**src/rtl/flood_move_ctrl.sv**
```systemverilog
// ---------------------------------------------------------------------------
// flood_move_ctrl
//
// Move sequencer for the Flood-It board memory. Accepts a colour move,
// recolours the flooded region and grows it through same-colour neighbours
// by repeated raster passes over the single-port board RAM, then updates
// the tries counter and the sticky win/lose flags.
//
// RAM word layout : {FLOOD, COLOR[2:0]}
// RAM address     : {row[4:0], col[4:0]}
//
// Ports
//   MASTER_CLOCK  in   sole clock
//   RESET         in   synchronous active-high reset
//   NEW_GAME      in   pulse: clear TRIES/WIN/LOSE, abort any move
//   SIZE          in   board edge (2..26), stable while BUSY
//   COLOR_NUM     in   number of colours in play (3..8)
//   TOTAL_TRIES   in   tries budget
//   MOVE_REQ      in   move request level, sampled in IDLE only
//   MOVE_COLOR    in   requested colour
//   MOVE_ACK      out  pulse: move accepted
//   MOVE_REJ      out  pulse: move rejected
//   BUSY          out  move in progress (acceptance .. DONE)
//   DONE          out  pulse: move applied, TRIES/WIN/LOSE valid
//   TRIES         out  accepted moves this game (saturating)
//   WIN / LOSE    out  sticky game result flags
//   MEM_ADDR      out  RAM address
//   MEM_RDATA     in   RAM read data, one cycle after MEM_ADDR
//   MEM_WE        out  RAM write strobe
//   MEM_WDATA     out  RAM write data
//
// state     | meaning
// ----------+-----------------------------------------------------------
// IDLE      | wait for MOVE_REQ
// CHK_RD    | address corner cell (0,0)
// CHK_WAIT  | corner data valid, accept/reject decision
// CELL_RD   | address current scan cell
// CELL_WAIT | cell data valid, classify cell
// NB_RD     | address current neighbour
// NB_WAIT   | neighbour data valid, stop on first flooded neighbour
// CELL_WR   | write {1,C} to current cell
// NEXT      | advance raster position
// PASS_END  | rescan if the pass grew the region, otherwise finish
// FINISH    | update WIN/LOSE, pulse DONE
// ---------------------------------------------------------------------------
module flood_move_ctrl #(
    parameter int ADDR_W = 10,
    parameter int CELL_W = 4
) (
    input  logic              MASTER_CLOCK,
    input  logic              RESET,
    input  logic              NEW_GAME,
    input  logic [4:0]        SIZE,
    input  logic [3:0]        COLOR_NUM,
    input  logic [7:0]        TOTAL_TRIES,
    input  logic              MOVE_REQ,
    input  logic [2:0]        MOVE_COLOR,
    output logic              MOVE_ACK,
    output logic              MOVE_REJ,
    output logic              BUSY,
    output logic              DONE,
    output logic [7:0]        TRIES,
    output logic              WIN,
    output logic              LOSE,
    output logic [ADDR_W-1:0] MEM_ADDR,
    input  logic [CELL_W-1:0] MEM_RDATA,
    output logic              MEM_WE,
    output logic [CELL_W-1:0] MEM_WDATA
);

    typedef enum logic [3:0] {
        IDLE,
        CHK_RD,
        CHK_WAIT,
        CELL_RD,
        CELL_WAIT,
        NB_RD,
        NB_WAIT,
        CELL_WR,
        NEXT,
        PASS_END,
        FINISH
    } state_t;

    state_t      r_state;
    state_t      w_next;

    logic [4:0]  r_row;
    logic [4:0]  r_col;
    logic [1:0]  r_nb;
    logic [2:0]  r_color;
    logic [9:0]  r_cnt;
    logic        r_changed;
    logic [7:0]  r_tries;
    logic        r_win;
    logic        r_lose;
    logic        r_ack;
    logic        r_rej;
    logic        r_done;
    logic        r_busy;

    logic [4:0]  w_last;
    logic [3:0]  w_nb_ok;
    logic [2:0]  w_nb_first;
    logic [2:0]  w_nb_after;
    logic [4:0]  w_nb_row;
    logic [4:0]  w_nb_col;
    logic        w_rd_flood;
    logic [2:0]  w_rd_color;
    logic [9:0]  w_area;
    logic        w_win;
    logic        w_bad_color;

    logic        w_latch_color;
    logic        w_accept;
    logic        w_reject;
    logic        w_cnt_inc;
    logic        w_mark_new;
    logic        w_nb_load;
    logic [1:0]  w_nb_sel;
    logic        w_step;
    logic        w_new_pass;
    logic        w_finish;
    logic [ADDR_W-1:0] w_mem_addr;
    logic        w_mem_we;
    logic [CELL_W-1:0] w_mem_wdata;

    // First in-board neighbour at or after 'start'; bit 2 flags a hit.
    // Neighbour order: 0 up, 1 down, 2 left, 3 right.
    function automatic logic [2:0] pick_nb(input logic [3:0] ok, input logic [2:0] start);
        logic [2:0] res;
        res = 3'b000;
        for (int i = 3; i >= 0; i--) begin
            if ((i >= int'(start)) && ok[i]) begin
                res = {1'b1, 2'(i)};
            end
        end
        return res;
    endfunction

    assign w_last      = SIZE - 5'd1;
    assign w_nb_ok     = {(r_col != w_last), (r_col != 5'd0), (r_row != w_last), (r_row != 5'd0)};
    assign w_nb_first  = pick_nb(w_nb_ok, 3'd0);
    assign w_nb_after  = pick_nb(w_nb_ok, {1'b0, r_nb} + 3'd1);
    assign w_rd_flood  = MEM_RDATA[CELL_W-1];
    assign w_rd_color  = MEM_RDATA[2:0];
    assign w_area      = {5'd0, SIZE} * {5'd0, SIZE};
    assign w_win       = (r_cnt == w_area);
    assign w_bad_color = ({1'b0, r_color} >= COLOR_NUM);

    always_comb begin
        w_nb_row = r_row;
        w_nb_col = r_col;
        case (r_nb)
            2'd0:    w_nb_row = r_row - 5'd1;
            2'd1:    w_nb_row = r_row + 5'd1;
            2'd2:    w_nb_col = r_col - 5'd1;
            default: w_nb_col = r_col + 5'd1;
        endcase
    end

    always_comb begin
        w_mem_wdata           = '0;
        w_mem_wdata[CELL_W-1] = 1'b1;
        w_mem_wdata[2:0]      = r_color;
    end

    always_comb begin
        w_next        = r_state;
        w_latch_color = 1'b0;
        w_accept      = 1'b0;
        w_reject      = 1'b0;
        w_cnt_inc     = 1'b0;
        w_mark_new    = 1'b0;
        w_nb_load     = 1'b0;
        w_nb_sel      = r_nb;
        w_step        = 1'b0;
        w_new_pass    = 1'b0;
        w_finish      = 1'b0;
        w_mem_addr    = '0;
        w_mem_we      = 1'b0;

        case (r_state)
            IDLE: begin
                if (MOVE_REQ) begin
                    w_latch_color = 1'b1;
                    w_next        = CHK_RD;
                end
            end

            CHK_RD: begin
                w_mem_addr = '0;
                w_next     = CHK_WAIT;
            end

            CHK_WAIT: begin
                // All reject causes resolve here so ACK and REJ share one latency.
                if (w_bad_color || r_win || r_lose || (w_rd_color == r_color)) begin
                    w_reject = 1'b1;
                    w_next   = IDLE;
                end else begin
                    w_accept = 1'b1;
                    w_next   = CELL_RD;
                end
            end

            CELL_RD: begin
                w_mem_addr = ADDR_W'({r_row, r_col});
                w_next     = CELL_WAIT;
            end

            CELL_WAIT: begin
                if (w_rd_flood) begin
                    w_cnt_inc = 1'b1;
                    w_next    = (w_rd_color != r_color) ? CELL_WR : NEXT;
                end else if ((w_rd_color == r_color) && w_nb_first[2]) begin
                    w_nb_load = 1'b1;
                    w_nb_sel  = w_nb_first[1:0];
                    w_next    = NB_RD;
                end else begin
                    w_next = NEXT;
                end
            end

            NB_RD: begin
                w_mem_addr = ADDR_W'({w_nb_row, w_nb_col});
                w_next     = NB_WAIT;
            end

            NB_WAIT: begin
                if (w_rd_flood) begin
                    w_cnt_inc  = 1'b1;
                    w_mark_new = 1'b1;
                    w_next     = CELL_WR;
                end else if (w_nb_after[2]) begin
                    w_nb_load = 1'b1;
                    w_nb_sel  = w_nb_after[1:0];
                    w_next    = NB_RD;
                end else begin
                    w_next = NEXT;
                end
            end

            CELL_WR: begin
                w_mem_addr = ADDR_W'({r_row, r_col});
                w_mem_we   = 1'b1;
                w_next     = NEXT;
            end

            NEXT: begin
                w_step = 1'b1;
                if ((r_col == w_last) && (r_row == w_last)) begin
                    w_next = PASS_END;
                end else begin
                    w_next = CELL_RD;
                end
            end

            PASS_END: begin
                if (r_changed) begin
                    w_new_pass = 1'b1;
                    w_next     = CELL_RD;
                end else begin
                    w_next = FINISH;
                end
            end

            FINISH: begin
                w_finish = 1'b1;
                w_next   = IDLE;
            end

            default: begin
                w_next = IDLE;
            end
        endcase
    end

    always_ff @(posedge MASTER_CLOCK) begin
        if (RESET || NEW_GAME) begin
            r_state   <= IDLE;
            r_row     <= '0;
            r_col     <= '0;
            r_nb      <= '0;
            r_color   <= '0;
            r_cnt     <= '0;
            r_changed <= 1'b0;
            r_tries   <= '0;
            r_win     <= 1'b0;
            r_lose    <= 1'b0;
            r_ack     <= 1'b0;
            r_rej     <= 1'b0;
            r_done    <= 1'b0;
            r_busy    <= 1'b0;
        end else begin
            r_state <= w_next;
            r_ack   <= w_accept;
            r_rej   <= w_reject;
            r_done  <= w_finish;

            if (w_latch_color) begin
                r_color <= MOVE_COLOR;
            end

            if (w_accept) begin
                r_busy    <= 1'b1;
                r_tries   <= (r_tries == 8'hFF) ? r_tries : r_tries + 8'd1;
                r_row     <= '0;
                r_col     <= '0;
                r_cnt     <= '0;
                r_changed <= 1'b0;
            end

            if (w_cnt_inc) begin
                r_cnt <= r_cnt + 10'd1;
            end

            if (w_mark_new) begin
                r_changed <= 1'b1;
            end

            if (w_nb_load) begin
                r_nb <= w_nb_sel;
            end

            if (w_step) begin
                if (r_col == w_last) begin
                    r_col <= '0;
                    r_row <= (r_row == w_last) ? 5'd0 : r_row + 5'd1;
                end else begin
                    r_col <= r_col + 5'd1;
                end
            end

            if (w_new_pass) begin
                r_changed <= 1'b0;
                r_cnt     <= '0;
            end

            if (w_finish) begin
                r_win  <= w_win;
                r_lose <= !w_win && (r_tries == TOTAL_TRIES);
                r_busy <= 1'b0;
            end
        end
    end

    assign MOVE_ACK  = r_ack;
    assign MOVE_REJ  = r_rej;
    assign BUSY      = r_busy;
    assign DONE      = r_done;
    assign TRIES     = r_tries;
    assign WIN       = r_win;
    assign LOSE      = r_lose;
    assign MEM_ADDR  = w_mem_addr;
    assign MEM_WE    = w_mem_we;
    assign MEM_WDATA = w_mem_wdata;

endmodule

```
**config.mk**
```make
export PLATFORM = sky130hd
export DESIGN_NAME = flood_move_ctrl
export DESIGN_NICKNAME = d
export VERILOG_FILES = /design/src/rtl/flood_move_ctrl.sv
export SDC_FILE = /design/constraint.sdc
export NUM_CORES = 1
export LEC_CHECK = 0
export BUFFER_PORTS_ARGS = -buffer_cell sky130_fd_sc_hd__buf_2
export CAP_MARGIN = 25
export CELL_PAD_IN_SITES_DETAIL_PLACEMENT = 0
export CELL_PAD_IN_SITES_GLOBAL_PLACEMENT = 1
export CORE_MARGIN = 2
export CORE_UTILIZATION = 45
export CTS_BUF_LIST = sky130_fd_sc_hd__clkbuf_4 sky130_fd_sc_hd__clkbuf_8
export DETAILED_ROUTE_END_ITERATION = 10
export PLACE_DENSITY_LB_ADDON = 0.1
export REMOVE_ABC_BUFFERS = 1
export SYNTH_ARGS = -nofsm -noshare
export SYNTH_HDL_FRONTEND = slang
export SYNTH_SLANG_ARGS = --single-unit
```
**constraint.sdc**
```tcl
create_clock -name MASTER_CLOCK -period 6 [get_ports MASTER_CLOCK]
set_input_delay 0 -clock MASTER_CLOCK [delete_from_list [all_inputs] [get_ports MASTER_CLOCK]]
set_output_delay 0 -clock MASTER_CLOCK [all_outputs]
set_load 0.1 [all_outputs]
```
==> Implementation_results.wiki <==
{| class="wikitable"
! Metric !! Value
|-
| Status || finished clean
|-
| Worst Reg2Reg Path Length in Cells || 9
|-
| Post-synthesis instance area || 3770 sq um
|-
| Crit path kind || primary input to flip-flop
|-
| Initial antenna violation count || 0
|-
| Element type at the critical path start || primary input
|-
| Final setup fails || 0
|-
| Syn. warnings || 0
|-
| Residual overflow from global routing || 0
|-
| Count of clock tree sinks || 44
|-
| Chip height || 95.5 um
|-
| Total length of routed wires || 9.47 mm
|-
| Vias in the first global route || 3180
|-
| Total of cells resized after clock tree synthesis || 0
|-
| Clock insertion delay at the later pin of the skew report || 300 ps
|-
| Number of storage elements in the synthesis netlist || 44
|-
| DR vias/cell || 5.64
|-
| Routability-driven placement congestion ratio || 0.870
|-
| Core Rows || 33
|-
| Yosys cell types || 72
|-
| Endpoint arrival time on the critical path || 3350 ps
|-
| Post-route DRC || 0
|-
| Number of nets at the end of the flow || 565
|-
| Count of inserted antenna diode cells || 0
|-
| Horizontal die dimension || 95.5 um
|-
| Final slew viol count || 0
|-
| Largest fanout on the critical path || 9
|-
| Fraction of the yosys area taken by sequential cells || 0.234
|-
| Flip-flop and latch area || 881 sq um
|-
| Count of mapped cells out of synthesis || 476
|-
| Final Core Density || 0.505
|-
| Worst hold stages || 4
|-
| Area Growth Syn to Fin || 9.59%
|-
| Leakage power summed over all cells || 0.00172 uW
|-
| Setup TNS after final layout || 0 ps
|-
| Worst-Margin Slew || 777 ps
|-
| Largest net degree at the start of global routing || 28
|-
| Clock tree from TritonCTS || done
|-
| Maximum number of buffers from clock root to sink || 2
|-
| Share of the synthesized area in the top cell type || 0.234
|-
| Post-detailed-route count of antenna-violating nets || 0
|-
| Part of the total power dissipated in the clock network || 0.326
|-
| Count of flip-flops with a built-in enable after synthesis || 0
|-
| CP Data Required Time || 6200 ps
|-
| Clock slew at reported path FFs || 90 ps
|-
| Worst setup slack after placement || 2510 ps
|-
| Max-Cap Viols || 0
|-
| Class of the tightest hold or removal check || primary input to flip-flop
|-
| HPWL Detailed || 7.09 mm
|-
| GRT Overall Usage || 0.215
|-
| Clock root buffer master || sky130_fd_sc_hd__clkbuf_8
|-
| Minimum setup slack in the final design || 2850 ps
|-
| Top Metal Used || met4
|-
| Levels on crit path || 14
|-
| Number of iterations in the first detailed-routing pass || 5
|-
| Setup repair after global routing missed its margin || false
|-
| VDD IR-drop max || 82.4 uV
|-
| Average size of a mapped cell || 7.92 sq um
|-
| Final Hold Viols || 0
|-
| Routed via count || 3490
|-
| Switching Fraction || 0.292
|-
| Count of non-filler cells in the finished layout || 619
|-
| Detailed route wirelength on metal2 || 4.54 mm
|-
| Async SR Flop Fraction || 0
|-
| Cell family with the largest share of critical-path delay || adder cells
|-
| Slowest stage delay, CP || 550 ps
|-
| Count leader, synth || sky130_fd_sc_hd__nor2_1
|-
| DR WL met3 || 240 um
|-
| Combinational cell fraction of total power || 0.190
|-
| I/O pins || 57
|-
| Most common flop cell mapped by yosys || sky130_fd_sc_hd__dfxtp_1
|-
| Number of levels the H-tree was split into || 2
|-
| Starting density of the core || 0.461
|-
| Area of the core || 8180 sq um
|-
| Slack of the worst reg-to-reg path || 3340 ps
|-
| Count of filler cells inserted in the layout || 824
|-
| Total power || 612 uW
|-
| Cell types with the highest counts after synthesis || 50 x sky130_fd_sc_hd__nor2_1, 44 x sky130_fd_sc_hd__dfxtp_1, 36 x sky130_fd_sc_hd__nand2_1, 32 x sky130_fd_sc_hd__a21oi_1, 29 x sky130_fd_sc_hd__xnor2_1
|-
| Number of buffer cells added on primary ports || 55
|-
| Fraction of final layout cells with drive strength greater than 1 || 0.165
|-
| Cell accounting for the most synthesized area || sky130_fd_sc_hd__dfxtp_1
|-
| Post-route minimum period || 3150 ps
|-
| Skew final || 10.5 ps
|-
| Sequential group share of total power || 0.485
|-
| Die outline area || 9130 sq um
|-
| Power per unit of standard cell area || 148 nW/um^2
|-
| Global-route wire length before repair || 15.7 mm
|-
| Element type at the critical path end || flip-flop
|-
| Cell breakdown of the critical path || buf_2, inv_1, fa_1, inv_1, fa_1, ha_1, a31o_2, ha_1, nand2_1, o21ai_0, and4_1, a2111o_1, nand4_1, a32o_1
|-
| Leading cell types by total area after synthesis || sky130_fd_sc_hd__dfxtp_1 23%, sky130_fd_sc_hd__ha_1 7.3%, sky130_fd_sc_hd__xnor2_1 6.7%
|-
| Final cycle utilization of the critical path || 0.525
|-
| Inst Count DP || 608
|-
| Initial drt markers || 145
|-
| Number of clock buffers inserted by TritonCTS || 5
|-
| Net switching power || 179 uW
|-
| Cell at the slowest stage of the critical path || sky130_fd_sc_hd__fa_1
|-
| CP Buf/Inv Count || 3
|-
| Maximum frequency from static timing analysis || 317 MHz
|-
| Met1 layer wirelength in the final routing || 4.60 mm
|-
| P_int || 433 uW
|-
| Final routed wire length divided by cell count || 15.3 um
|-
| Worst slew margin || 0.478
|-
| Area taken by multi-input logic gates || 2640 sq um
|}
metal layers:
layer	global-route usage	vias up
li1	-	1780
met1	0.293	1645
met2	0.359	58
met3	0.0269	7
met4	0.0536	0
met5	0	-
repair_timing:
item                                   4_1_cts  5_1_grt
endpoints found under the hold margin        3        0
hold buffers                                 3        0
buffers inserted                             0        0
path summary, 6_finish.rpt:
path / start / endpoint
setup / recovery: SIZE[2] / LOSE
hold / removal: RESET / BUSY
setup reg to reg: r_color[0] / r_col[4]
hold reg to reg: BUSY / BUSY
cell families (layout without fill, tap and decap cells):
group / after synthesis / in the layout / share of synthesized area
multiplexers: 8 / 8 / 0.0212
flip-flops: 44 / 44 / 0.234
other: 1 / 1 / 0.000995
adder cells (fa/ha/maj): 24 / 24 / 0.0836
XOR/XNOR: 51 / 51 / 0.130
buffers and inverters: 48 / 86 / 0.0654
AO/OA/AOI/OAI: 115 / 115 / 0.196
AND/OR/NAND/NOR: 185 / 185 / 0.269
sequential cells by signal, indices dropped and copies added (netlist names), 2 cells and up:
signal / cells
r_cnt: 10
TRIES: 8
r_col: 5
r_row: 5
r_state: 4
r_color: 3
r_nb: 2
power by group through the flow:
stage	logic [uW]	clock network, uW	registers [uW]
6_report	116	199	297
5_1_grt	130	216	297
4_1_cts	117	205	296
3_5_place_dp	115	0	303
3_3_place_gp	112	0	303
2_1_floorplan	76.8	0	309
per-stage QoR:
stage	hold slack [ps]	cell area, sq um
after floorplan	144	3590
after global placement	232	4010
after detailed placement	240	4010
after CTS	74.6	4130
after global routing	124	4130
final	85.5	4130
worst register-to-register path, stage by stage (launching register included):
cell                        delay (ps)
sky130_fd_sc_hd__dfxtp_1           400
sky130_fd_sc_hd__inv_1              60
sky130_fd_sc_hd__ha_1              260
sky130_fd_sc_hd__nand2b_1          150
sky130_fd_sc_hd__a211oi_1          410
sky130_fd_sc_hd__o2111ai_1         440
sky130_fd_sc_hd__buf_4             330
sky130_fd_sc_hd__and2_1            190
sky130_fd_sc_hd__o21ai_0           210
sky130_fd_sc_hd__a21oi_1            90
final cells by class:
cell class	count	share of cell area
clock buffer	7	0.0203
clock inverter	1	0.00212
inverter	19	0.0173
multi-input combinational	384	0.640
sequential	44	0.213
tap	105	0.0318
timing repair buffer	59	0.0757
cells in the final DEF, fill, tap and decap left out, types with 5 or more instances in the layout:
cell / n
sky130_fd_sc_hd__o31ai_1: 5
sky130_fd_sc_hd__a311oi_1: 5
sky130_fd_sc_hd__o21ai_1: 6
sky130_fd_sc_hd__inv_1: 19
sky130_fd_sc_hd__and3_1: 7
sky130_fd_sc_hd__buf_2: 55
sky130_fd_sc_hd__nand3_1: 14
sky130_fd_sc_hd__a21oi_1: 32
sky130_fd_sc_hd__mux2i_1: 8
sky130_fd_sc_hd__xnor2_1: 29
sky130_fd_sc_hd__xor2_1: 19
sky130_fd_sc_hd__dfxtp_1: 44
sky130_fd_sc_hd__nor3_1: 11
sky130_fd_sc_hd__nand2b_1: 5
sky130_fd_sc_hd__ha_1: 22
sky130_fd_sc_hd__a31oi_1: 5
sky130_fd_sc_hd__nor4_1: 9
sky130_fd_sc_hd__nand2_1: 36
sky130_fd_sc_hd__clkbuf_8: 5
sky130_fd_sc_hd__and2_1: 7
sky130_fd_sc_hd__nand4_1: 6
sky130_fd_sc_hd__nor2_1: 50
sky130_fd_sc_hd__o21ai_0: 24
Note: power is estimated with default switching activity, not from simulation.
